<file path="src/rtl/qs_pkg.sv">
// Shared definitions for the quick-sort partition sequencer.
// Contents: default index/data widths, largest index, partition FSM state type.
package qs_pkg;

    localparam int unsigned QS_AW      = 5;
    localparam int unsigned QS_DW      = 8;
    localparam int unsigned QS_IDX_MAX = (1 << QS_AW) - 1;

    typedef enum logic [3:0] {
        S_IDLE,
        S_RD_PIV,
        S_LD_PIV,
        S_RD_J,
        S_CMP_J,
        S_RD_I,
        S_SW_J,
        S_SW_I,
        S_FIN_RD_I,
        S_FIN_WR_HI,
        S_FIN_WR_I,
        S_DONE
    } qs_part_state_t;

endpackage

</file>
<file path="src/rtl/qs_index_counter.sv">
// AW-bit index register with synchronous load and increment.
// Ports: clk, rst_n (async active-low), load/load_val (load wins over inc),
//        inc (+1), cnt (current value).
module qs_index_counter #(
    parameter int unsigned AW = 5
) (
    input  logic          clk,
    input  logic          rst_n,
    input  logic          load,
    input  logic [AW-1:0] load_val,
    input  logic          inc,
    output logic [AW-1:0] cnt
);

    always_ff @(posedge clk or negedge rst_n) begin
        if (!rst_n) begin
            cnt <= '0;
        end else if (load) begin
            cnt <= load_val;
        end else if (inc) begin
            cnt <= cnt + AW'(1);
        end
    end

endmodule

</file>
<file path="src/rtl/qs_partition_ctrl.sv">
// Lomuto partition sequencer for one pass over sort RAM region [lo..hi],
// pivot taken from mem[hi]. Drives a single-port RAM with 1-cycle read latency.
// Ports: clk, reset (async active-low), start/lo/hi (request), busy, done,
//        pivot_idx, mem_addr/mem_re/mem_we/mem_wdata/mem_rdata (RAM side).
// Optional build macro QS_SWAP_STATS_EN adds swap_cnt and cmp_cnt outputs.
module qs_partition_ctrl
    import qs_pkg::*;
#(
    parameter int unsigned AW = QS_AW,
    parameter int unsigned DW = QS_DW
) (
    input  logic          clk,
    input  logic          reset,
    input  logic          start,
    input  logic [AW-1:0] lo,
    input  logic [AW-1:0] hi,
    output logic          busy,
    output logic          done,
    output logic [AW-1:0] pivot_idx,
    output logic [AW-1:0] mem_addr,
    output logic          mem_re,
    output logic          mem_we,
    output logic [DW-1:0] mem_wdata,
    input  logic [DW-1:0] mem_rdata
`ifdef QS_SWAP_STATS_EN
    ,
    output logic [AW:0]   swap_cnt,
    output logic [AW:0]   cmp_cnt
`endif
);

    qs_part_state_t state_q, state_nxt;

    logic [AW-1:0] i_q, j_q, hi_q;
    logic [DW-1:0] pivot_q, vj_q;
    logic          i_ld, j_ld, i_inc, j_inc;
    logic          accept, lt, i_eq_j;
    logic [AW-1:0] i_after, j_after;

    qs_index_counter #(.AW(AW)) u_i (
        .clk(clk), .rst_n(reset), .load(i_ld), .load_val(lo), .inc(i_inc), .cnt(i_q)
    );
    qs_index_counter #(.AW(AW)) u_j (
        .clk(clk), .rst_n(reset), .load(j_ld), .load_val(lo), .inc(j_inc), .cnt(j_q)
    );

    assign accept  = (state_q == S_IDLE) && start;
    assign lt      = mem_rdata < pivot_q;
    assign i_eq_j  = (i_q == j_q);
    assign i_after = i_inc ? i_q + AW'(1) : i_q;
    assign j_after = j_q + AW'(1);

    // pivot_idx tracks i, which is untouched between DONE and the next start.
    assign pivot_idx = i_q;
    assign busy      = (state_q != S_IDLE);
    assign done      = (state_q == S_DONE);

    always_ff @(posedge clk or negedge reset) begin
        if (!reset) begin
            state_q <= S_IDLE;
            hi_q    <= '0;
            pivot_q <= '0;
            vj_q    <= '0;
        end else begin
            state_q <= state_nxt;
            if (accept)               hi_q    <= hi;
            if (state_q == S_LD_PIV)  pivot_q <= mem_rdata;
            if (state_q == S_CMP_J)   vj_q    <= mem_rdata;
        end
    end

    always_comb begin
        state_nxt = state_q;
        i_ld      = 1'b0;
        j_ld      = 1'b0;
        i_inc     = 1'b0;
        j_inc     = 1'b0;
        mem_addr  = '0;
        mem_re    = 1'b0;
        mem_we    = 1'b0;
        mem_wdata = '0;
        unique case (state_q)
            S_IDLE: begin
                if (start) begin
                    i_ld      = 1'b1;
                    j_ld      = 1'b1;
                    state_nxt = (lo < hi) ? S_RD_PIV : S_DONE;
                end
            end
            S_RD_PIV: begin
                mem_addr  = hi_q;
                mem_re    = 1'b1;
                state_nxt = S_LD_PIV;
            end
            S_LD_PIV: state_nxt = S_RD_J;
            S_RD_J: begin
                mem_addr  = j_q;
                mem_re    = 1'b1;
                state_nxt = S_CMP_J;
            end
            S_CMP_J: begin
                if (lt && !i_eq_j) begin
                    state_nxt = S_RD_I;
                end else begin
                    i_inc = lt;
                    j_inc = 1'b1;
                    // Loop exit decided on post-increment indices; final swap
                    // is skipped when the pivot is already in place.
                    if (j_after != hi_q)      state_nxt = S_RD_J;
                    else if (i_after == hi_q) state_nxt = S_DONE;
                    else                      state_nxt = S_FIN_RD_I;
                end
            end
            S_RD_I: begin
                mem_addr  = i_q;
                mem_re    = 1'b1;
                state_nxt = S_SW_J;
            end
            S_SW_J: begin
                // vi arrives on read data this cycle and is written straight through.
                mem_addr  = j_q;
                mem_we    = 1'b1;
                mem_wdata = mem_rdata;
                state_nxt = S_SW_I;
            end
            S_SW_I: begin
                mem_addr  = i_q;
                mem_we    = 1'b1;
                mem_wdata = vj_q;
                i_inc     = 1'b1;
                j_inc     = 1'b1;
                if (j_after != hi_q)      state_nxt = S_RD_J;
                else if (i_after == hi_q) state_nxt = S_DONE;
                else                      state_nxt = S_FIN_RD_I;
            end
            S_FIN_RD_I: begin
                mem_addr  = i_q;
                mem_re    = 1'b1;
                state_nxt = S_FIN_WR_HI;
            end
            S_FIN_WR_HI: begin
                mem_addr  = hi_q;
                mem_we    = 1'b1;
                mem_wdata = mem_rdata;
                state_nxt = S_FIN_WR_I;
            end
            S_FIN_WR_I: begin
                mem_addr  = i_q;
                mem_we    = 1'b1;
                mem_wdata = pivot_q;
                state_nxt = S_DONE;
            end
            S_DONE:  state_nxt = S_IDLE;
            default: state_nxt = S_IDLE;
        endcase
    end

`ifdef QS_SWAP_STATS_EN
    always_ff @(posedge clk or negedge reset) begin
        if (!reset) begin
            swap_cnt <= '0;
            cmp_cnt  <= '0;
        end else if (accept) begin
            swap_cnt <= '0;
            cmp_cnt  <= '0;
        end else begin
            if (state_q == S_SW_I || state_q == S_FIN_WR_I) swap_cnt <= swap_cnt + (AW+1)'(1);
            if (state_q == S_CMP_J)                         cmp_cnt  <= cmp_cnt + (AW+1)'(1);
        end
    end
`endif

endmodule
</file>
<file path="config.mk">
export PLATFORM = sky130hd
export DESIGN_NAME = qs_partition_ctrl
export DESIGN_NICKNAME = d
export VERILOG_FILES = /design/src/rtl/qs_pkg.sv /design/src/rtl/qs_index_counter.sv /design/src/rtl/qs_partition_ctrl.sv
export SDC_FILE = /design/constraint.sdc
export NUM_CORES = 1
export LEC_CHECK = 0
export BUFFER_PORTS_ARGS = -buffer_cell sky130_fd_sc_hd__buf_2
export CAP_MARGIN = 20
export CORE_MARGIN = 2
export CORE_UTILIZATION = 30
export CTS_CLUSTER_SIZE = 12
export DETAILED_ROUTE_END_ITERATION = 12
export GPL_ROUTABILITY_DRIVEN = 1
export PLACE_DENSITY = 0.55
export RECOVER_POWER = 100
export REMOVE_ABC_BUFFERS = 1
export SLEW_MARGIN = 15
export SYNTH_ARGS = -nofsm -noshare
export SYNTH_HDL_FRONTEND = slang
export SYNTH_SLANG_ARGS = --single-unit
</file>
<file path="constraint.sdc">
create_clock -name clk -period 6 [get_ports clk]
set_input_delay 1.2 -clock clk [delete_from_list [all_inputs] [get_ports clk]]
set_output_delay 1.2 -clock clk [all_outputs]
set_load 0.01 [all_outputs]
</file>
==> summary.md, run 1 <==
| Metric | Value |
|---|---|
| Worst skew pair latency | `280 ps` |
| CTS Hold Bufs | `0` |
| Crit path time final | `3510 ps` |
| Worst Path Arrival | `2310 ps` |
| Initial Util | `0.313` |
| TritonCTS clock tree | `done` |
| DIE AREA | `9420 µm²` |
| Setup TNS Final | `0 ps` |
| First-pass GRT wire length | `11100 µm` |
| Met1 usage | `0.208` |
| Placeable Area | `8300 µm²` |
| Worst VDD drop | `0.000251 V` |
| Largest family of logic cells by synthesized area | `compound AO/OA/AOI/OAI gates` |
| Sequential cell area fraction in the yosys report | `0.337` |
| Most frequent cells in the layout | `nand2_1, dfrtp_1, o21ai_0, clkbuf_1, inv_1` |
| Die Ht | `97.1 µm` |
| Grt met3 use | `0.0360` |
| Synth Flop Type | `dfrtp_1` |
| Layout cells sized above 1 | `0.0994` |
| Most used routing layer | `met2` |
| Max Clk Rate | `0.285 GHz` |
| Reg clk slew, reported paths | `80 ps` |
| XOR/XNOR share of the synthesized area | `0.0776` |
| CTS-repair resized insts | `0` |
| Yosys warns | `0` |
| Setup crit start kind | `register` |
| Post-Syn Area | `2600 µm²` |
| PwrDens | `548 nW/µm²` |
| Antenna Nets Post-Route | `0` |
| Leak pwr | `0.00132 µW` |
| Via density | `5.18` |
| Chip Width | `97.1 µm` |
| H-tree levels | `2` |
| Max clock buf depth | `2` |
| Post-Layout Cell Count | `447` |
| GP Congestion | `0.856` |
| Library cells used by synthesis | `59` |
| Total power | `1590 µW` |
| GRT met2 Usage | `0.220` |
| Crit-path max FO | `13` |
| Layout Utilization | `0.350` |
| Final-stage net count | `375` |
| Hold WC Path Type | `register to register` |
| Total gr overflow | `0` |
| Post-CTS Setup Bufs | `0` |
| Crit path required time | `4800 ps` |
| Post-Route WL | `6700 µm` |
| Worst Setup End Kind | `output pin` |
| IO Port Bufs | `42` |
| Largest net degree at the start of global routing | `36` |
| Top post-synthesis cells by area | `dfrtp_1, nand2_1, ha_1` |
| Slew @ Worst Pin | `1990 ps` |
| Hpwl dp | `4910 µm` |
| Clock skew | `4.22 ps` |
| WS Path Type | `register to output pin` |
| Final setup fails | `0` |
| RSZ-0062 raised after global routing | `false` |
| Failing checks | `capacitance limit, slew limit` |
| Top-area cell type share of the netlist area | `0.337` |
| Clk sinks | `35` |
| Std-Cell Rows | `33` |
| Drt wl/cell | `15.0 µm` |
| Initial antenna violation count | `0` |
| Compound-gate portion of the synthesized area | `0.233` |
| Multiplexer share of the synthesized area | `0.0159` |
| Vias | `2316` |
| Slew Limit Fails | `49` |
| Simple-Gate Fraction of Synth Area | `0.198` |
| Status | `finished, violations left` |
| Most common library cell in the layout ignoring fill and taps | `nand2_1` |
| Async SR Flop Fraction | `1.00` |
| Dpl cells | `439` |
| Period Utilization, post-route | `0.586` |
| Synth Instances | `309` |
| Syn_area_per_cell | `8.41 µm²` |
| Area leader, netlist | `dfrtp_1` |
| Root buffer cell | `clkbuf_8` |
| Diode count | `0` |
| Vias in the first global route | `2214` |
| Max-slew headroom | `-0.326` |
| Total global-route track usage | `0.146` |
| Final Hold Viols | `0` |
| Io pins | `43` |
| Max-Cap Viols | `2` |
| Seq cells post-synth | `35` |
| Clock buffer count from CTS | `5` |
| Post-Synth Adder-Cell Area | `0.0626` |
| DRC | `0` |
| Layout area overhead | `11.9%` |
| Drt first pass iters | `4` |
| Number of flops mapped to enable cells by yosys | `0` |
| Initial drt markers | `123` |
[state kept, by name, indices dropped and copies added (netlist names)]
signal   cells
pivot_q      8
vj_q         8
hi_q         5
u_i.cnt      5
u_j.cnt      5
state_q      4
[final timing paths]
check / end / start / slack, ps / cells after the start
max: mem_wdata[0] / state_q[2] / 2490 / 5
min reg2reg: vj_q[1] / vj_q[1] / 480 / 2
max in group asynchronous: u_i.cnt[4] / reset / 3390 / 1
min: vj_q[1] / vj_q[1] / 480 / 2
max reg2reg: u_i.cnt[2] / state_q[2] / 2620 / 7
min in group asynchronous: vj_q[4] / reset / 1470 / 1
[power breakdown]
part	switching, µW	internal, µW	leakage, µW
Combinational	493	352	0.000829
Sequential	170	351	0.000427
Clock	92.4	135	0.0000612
[synth_stat cells, types with 6 or more instances]
cell type and n:
nand2_1 60, o21ai_0 26, a222oi_1 8, xor2_1 14
clkbuf_1 7, a21oi_1 6, ha_1 13, nand2b_1 7
xnor2_1 9, nor2_1 12, dfrtp_1 35, inv_1 24
[per-layer routing]
metal,share of wire,vias to the layer above
li1,-,1151
met1,0.49,1097
met2,0.45,60
met3,0.053,8
met4,0.017,0
met5,0,-
[critical path: stages (launching register included)]
cell      delay [ps]
dfrtp_1          530
nand2b_1         290
o22ai_1          680
a222oi_1         250
inv_1            120
clkbuf_1         150
[per-stage QoR]
stage | setup WS [ps] | hold slack (ps) | instance area (µm²)
6_report | 2490 | 478 | 2910
5_1_grt | 2280 | 513 | 2910
4_1_cts | 2470 | 484 | 2960
3_5_place_dp | 2740 | 464 | 2840
3_3_place_gp | 2780 | 458 | 2840
2_1_floorplan | 3100 | 446 | 2490
[final cells by class]
class | count | area (µm²)
sequential | 35 | 876
clock buffer | 6 | 82.6
timing repair buffer | 43 | 184
inverter | 24 | 90.1
multi-input combinational | 232 | 1510
tap | 105 | 131
clock inverter | 2 | 35.0
fill | 888 | 5390
[cells by family (layout without fill, tap and decap cells)]
family	count (synthesis)	after routing
muxes	4	4
and+or+nand+nor	108	108
buffers and inverters	42	75
xor gates and xnor gates	23	23
AOI/OAI and AO/OA	84	84
adders and majority gates	13	13
DFF	35	35
No activity file was read; power rests on OpenSTA's default activity.
==> run 2, diff against run 1 <==
PLACE_DENSITY = 0.57   (was 0.55)
clock period = 2.95 ns   (was 6 ns; I/O delays follow)
==> run 2 against run 1 <==
  * Flip-flop and latch count did not move
  * Highest routed layer unchanged
  * Critical path depth did not move
  * Worst hold slack improved by 3.6 ps
  * The flow still finishes with violations (capacitance limit, slew limit)
  * Routed wire length rose by 0.66%
  * Cell area rose by 0.30%
  * Register-to-register slack got worse by 2200 ps
  * Critical endpoint unchanged
  * Utilization rose by 0.11 points
  * Largest cell class unchanged
  * Global-route usage rose by 0.15 points
==> summary.md, run 2 (same netlist as run 1, synthesis figures left out) <==
| Metric | Value |
|---|---|
| RSZ-0062 raised after global routing | `false` |
| Die Ht | `97.1 µm` |
| Slew Limit Fails | `36` |
| Via density | `5.10` |
| Total power | `3180 µW` |
| DIE AREA | `9420 µm²` |
| Post-Route WL | `6740 µm` |
| Clock skew | `6.75 ps` |
| Layout Utilization | `0.351` |
| Chip Width | `97.1 µm` |
| Worst skew pair latency | `290 ps` |
| Reg clk slew, reported paths | `80 ps` |
| Clk sinks | `35` |
| Largest regs | `pivot_q: 8 flops, vj_q: 8 flops` |
| Vias | `2299` |
| Leak pwr | `0.00132 µW` |
| Final Hold Viols | `0` |
| Placeable Area | `8300 µm²` |
| WHS Path Cells | `2` |
| Crit path time final | `2670 ps` |
| Place WS | `358 ps` |
| Final-stage net count | `379` |
| IO Port Bufs | `42` |
| Crit-path max FO | `13` |
| Status | `finished, violations left` |
| Total global-route track usage | `0.147` |
| WS Path Type | `register to output pin` |
| Largest net degree at the start of global routing | `36` |
| Max clock buf depth | `2` |
| Max-Cap Viols | `1` |
| Io pins | `43` |
| Failing checks | `capacitance limit, slew limit` |
| Antenna Nets Post-Route | `0` |
| PwrDens | `1090 nW/µm²` |
| Setup TNS Final | `0 ps` |
| Std-Cell Rows | `33` |
| FF-to-FF setup slack | `470 ps` |
| Setup crit start kind | `register` |
| DRC | `0` |
| Layout area overhead | `12.2%` |
| Drt first pass iters | `5` |
| Worst Setup End Kind | `output pin` |
| Total gr overflow | `0` |
| Most frequent cells in the layout | `nand2_1, dfrtp_1, o21ai_0, clkbuf_1, inv_1` |
| GP Congestion | `0.872` |
| Final setup fails | `0` |
| Initial antenna violation count | `0` |
| Vias in the first global route | `2226` |
| Root buffer cell | `clkbuf_8` |
| First-pass GRT wire length | `11300 µm` |
| Slew @ Worst Pin | `2020 ps` |
| H-tree levels | `2` |
| CTS Hold Bufs | `0` |
| Period Utilization, post-route | `0.905` |
| Worst VDD drop | `0.000432 V` |
| TritonCTS clock tree | `done` |
| Layout cells sized above 1 | `0.118` |
| Reg2Reg Depth | `9` |
| Hold WC Path Type | `register to register` |
| Diode count | `0` |
| Hpwl dp | `4970 µm` |
| Max-slew headroom | `-0.346` |
| Initial Util | `0.313` |
| Most common library cell in the layout ignoring fill and taps | `nand2_1` |
| Crit path required time | `2360 ps` |
| Worst Path Arrival | `2080 ps` |
| Clock buffer count from CTS | `5` |
| Initial drt markers | `146` |
| Max Clk Rate | `0.374 GHz` |
| Setup ws final | `279 ps` |
| Drt wl/cell | `14.9 µm` |
## run 2: layout make-up
class | instances | area [µm²]
multi-input combinational | 232 | 1520
fill | 884 | 5380
tap | 105 | 131
clock inverter | 2 | 12.5
clock buffer | 6 | 72.6
sequential | 35 | 876
inverter | 24 | 90.1
timing repair buffer | 47 | 213
## run 2: worst paths after layout
check / start / endpoint
setup reg to reg: pivot_q[6] / u_j.cnt[3]
setup / recovery: state_q[2] / mem_wdata[0]
max in group asynchronous: reset / u_j.cnt[1]
hold / removal: vj_q[1] / vj_q[1]
min in group asynchronous: reset / vj_q[5]
hold reg to reg: vj_q[1] / vj_q[1]
## run 2: critical path: stages (launching register included)
cell	delay, ps
dfrtp_1	530
nand2b_1	300
o22ai_2	490
a222oi_1	220
inv_1	100
clkbuf_1	150
## run 2: through the flow
step	hold WS [ps]	cell area (µm²)	instances
2_1_floorplan	294	2490	291
3_3_place_gp	459	2870	443
3_5_place_dp	467	2870	443
4_1_cts	435	2950	451
5_1_grt	514	2920	451
6_report	482	2920	451
## run 2: power breakdown
part	switching, µW	internal, µW
clock	196	165
sequential	338	714
combinational	1030	737
## run 2: what timing repair did
item / CTS / global route
gates resized for setup: 0 / 1
endpoints found under the setup margin: 0 / 8
buffers inserted: 0 / 0
## run 2: layer usage
| layer | routed length [µm] | global-route usage | share of wire | vias up |
|---|---|---|---|---|
| li1 | - | - | - | 1157 |
| met1 | 3250 | 0.208 | 0.48 | 1067 |
| met2 | 3020 | 0.231 | 0.45 | 68 |
| met3 | 405 | 0.0273 | 0.060 | 7 |
| met4 | 68 | 0.0401 | 0.010 | 0 |
| met5 | 0 | 0 | 0 | - |
==> run 3, diff against run 2 <==
ABC_AREA = 1   (was unset)
CORE_ASPECT_RATIO = 0.75   (was unset)
==> run 3 against run 2 <==
  * The flow still finishes with violations (capacitance limit, slew limit)
  * Clock skew rose by 4.7 ps
  * Routed wire length fell by 1.8%
  * Global-route usage rose by 1.0 points
  * Final cell count rose by 9.5%
  * Combinational power fell by 3%
==> summary.md, run 3 <==
| Metric | Value |
|---|---|
| Crit path required time | `2360 ps` |
| Worst VDD drop | `0.000280 V` |
| First-pass GRT wire length | `10600 µm` |
| RR Endpoint | `state_q[1]` |
| RSZ-0062 raised after global routing | `false` |
| Diode count | `0` |
| Number of flops mapped to enable cells by yosys | `0` |
| Clock skew | `11.4 ps` |
| Most frequent cells in the layout | `nand2_1, inv_1, o21ai_0, dfrtp_1, clkbuf_1` |
| Worst skew pair latency | `290 ps` |
| WHS Path Cells | `2` |
| Io pins | `43` |
| Vias in the first global route | `2142` |
| Largest stage delay, worst path | `390 ps` |
| Drt first pass iters | `4` |
| Hold WC Path Type | `register to register` |
| DRC | `0` |
| Syn_area_per_cell | `7.08 µm²` |
| FF-to-FF setup slack | `460 ps` |
| Final Hold Viols | `0` |
| WS Path Type | `register to output pin` |
| Max-slew headroom | `-0.305` |
| Total gr overflow | `0` |
| Layout cells sized above 1 | `0.0925` |
| Die Ht | `81.5 µm` |
| Yosys warns | `0` |
| Layout area overhead | `17.7%` |
| Slowest CP cell | `dfrtp_1` |
| Period Utilization, post-route | `0.874` |
| Slew Limit Fails | `36` |
| Final-stage net count | `422` |
| Delay-heaviest family, CP | `simple AND/OR/NAND/NOR gates` |
| Clk sinks | `35` |
| Setup ws final | `371 ps` |
| PwrDens | `1110 nW/µm²` |
| Initial Util | `0.307` |
| Leak pwr | `0.00144 µW` |
| Chip Width | `107 µm` |
| Vias | `2380` |
| Crit path time final | `2580 ps` |
| Slew @ Worst Pin | `1960 ps` |
| Status | `finished, violations left` |
| CTS Hold Bufs | `0` |
| Failing checks | `capacitance limit, slew limit` |
| Total power | `3130 µW` |
| Drt wl/cell | `13.4 µm` |
| Post-CTS Setup Bufs | `0` |
| Async SR Flop Fraction | `1.00` |
| Setup TNS Final | `0 ps` |
| Seq cells post-synth | `35` |
| Via density | `4.82` |
| Max-Cap Viols | `1` |
| Worst Path Arrival | `1990 ps` |
| Crit-path max FO | `11` |
| TritonCTS clock tree | `done` |
| H-tree levels | `2` |
| Root buffer cell | `clkbuf_8` |
| Area leader, netlist | `dfrtp_1` |
| Hold Path End | `pivot_q[5]` |
| Most common library cell in the layout ignoring fill and taps | `nand2_1` |
| Setup crit start kind | `register` |
| DIE AREA | `8740 µm²` |
| Top post-synthesis cells by area | `dfrtp_1, nand2_1, inv_1` |
| Worst Setup End Kind | `output pin` |
| Antenna Nets Post-Route | `0` |
| Post-Syn Area | `2400 µm²` |
| Max Clk Rate | `0.388 GHz` |
| Worst R2R Start | `state_q[3]` |
| Sequential cell area fraction in the yosys report | `0.365` |
| Synth Instances | `339` |
| IO Port Bufs | `42` |
| CP Cell Sequence | `inv_1 > nand2_1 > nor2_1 > buf_4 > nor2_1 > nand3_1 > nand2_1 > o221ai_1 > clkbuf_1` |
| Total global-route track usage | `0.157` |
| Place WS | `422 ps` |
| Most common library cells after synthesis | `nand2_1, inv_1, o21ai_0` |
| Max clock buf depth | `2` |
| Final setup fails | `0` |
| Largest net degree at the start of global routing | `36` |
| Most common cell in the synthesized netlist | `nand2_1` |
| GP Congestion | `0.847` |
| Post-Route WL | `6620 µm` |
| Clock buffer count from CTS | `5` |
| Largest regs | `pivot_q: 8 flops, vj_q: 8 flops` |
| Library cells used by synthesis | `23` |
| CTS-repair resized insts | `0` |
| Hpwl dp | `4930 µm` |
| Layout Utilization | `0.362` |
| Top-area cell type share of the netlist area | `0.365` |
| Synth Flop Type | `dfrtp_1` |
| Reg clk slew, reported paths | `70 ps` |
| Number of buffers and inverters on the critical path | `3` |
| Initial drt markers | `167` |
| Initial antenna violation count | `0` |
| Std-Cell Rows | `28` |
| Worst Hold Launch | `pivot_q[5]` |
| Placeable Area | `7810 µm²` |
| Reg2Reg Depth | `13` |
## run 3: through the flow
step	hold slack (ps)	area, µm²	std cells
floorplan	294	2380	334
global placement	469	2760	486
detailed placement	474	2760	486
CTS	425	2880	494
global route	518	2830	494
finish	487	2830	494
## run 3: worst max-delay path by stage
| stage | cells past startpoint | slack [ps] | from | end |
|---|---|---|---|---|
| 5_1_grt | 13 | 190 | state_q[3] | state_q[1] |
| 3_3_place_gp | 15 | 450 | mem_rdata[7] | state_q[1] |
| 2_1_floorplan | 14 | 870 | mem_rdata[7] | state_q[1] |
| 4_1_cts | 8 | 410 | state_q[0] | mem_addr[3] |
| 3_5_place_dp | 15 | 420 | mem_rdata[7] | state_q[1] |
| 6_report | 9 | 370 | state_q[3] | mem_addr[3] |
## run 3: cells by family after synthesis
kind of cell	after synthesis	share of synthesized area
compound gates	71	0.182
buf+inv	64	0.101
simple gates	146	0.248
xor+xnor	10	0.0365
flops	35	0.365
fa+ha+maj	13	0.0678
## run 3: power breakdown
| part | switching (µW) | internal, µW | leakage [µW] |
|---|---|---|---|
| Sequential | 249 | 723 | 0.000425 |
| Clock | 182 | 274 | 0.0000612 |
| Combinational | 1100 | 610 | 0.000953 |
| Total | 1530 | 1610 | 0.00144 |
## run 3: metal layers
metal	global-route usage	vias to the layer above	share of wire
li1	-	1206	-
met1	0.237	1106	0.52
met2	0.224	56	0.41
met3	0.0278	12	0.052
met4	0.0558	0	0.019
met5	0	-	0
## run 3: worst register-to-register path, cell delays in order, from the launching register on
cell and delay, ps:
dfrtp_1 410, inv_1 140, nand2_1 110, nor2_1 290
nand4_2 170, o21bai_1 440, nand2_1 190, nand3_1 110
nand2_1 60, nor2_1 130, nand3_1 90, nand2_1 90
nand2_1 60, a21oi_1 130
## run 3: layout make-up
| class | count | area (µm²) |
|---|---|---|
| clock buffer | 6 | 82.6 |
| inverter | 59 | 221 |
| timing repair buffer | 47 | 213 |
| sequential | 35 | 876 |
| fill | 842 | 4990 |
| multi-input combinational | 240 | 1270 |
| clock inverter | 2 | 35.0 |
| tap | 105 | 131 |
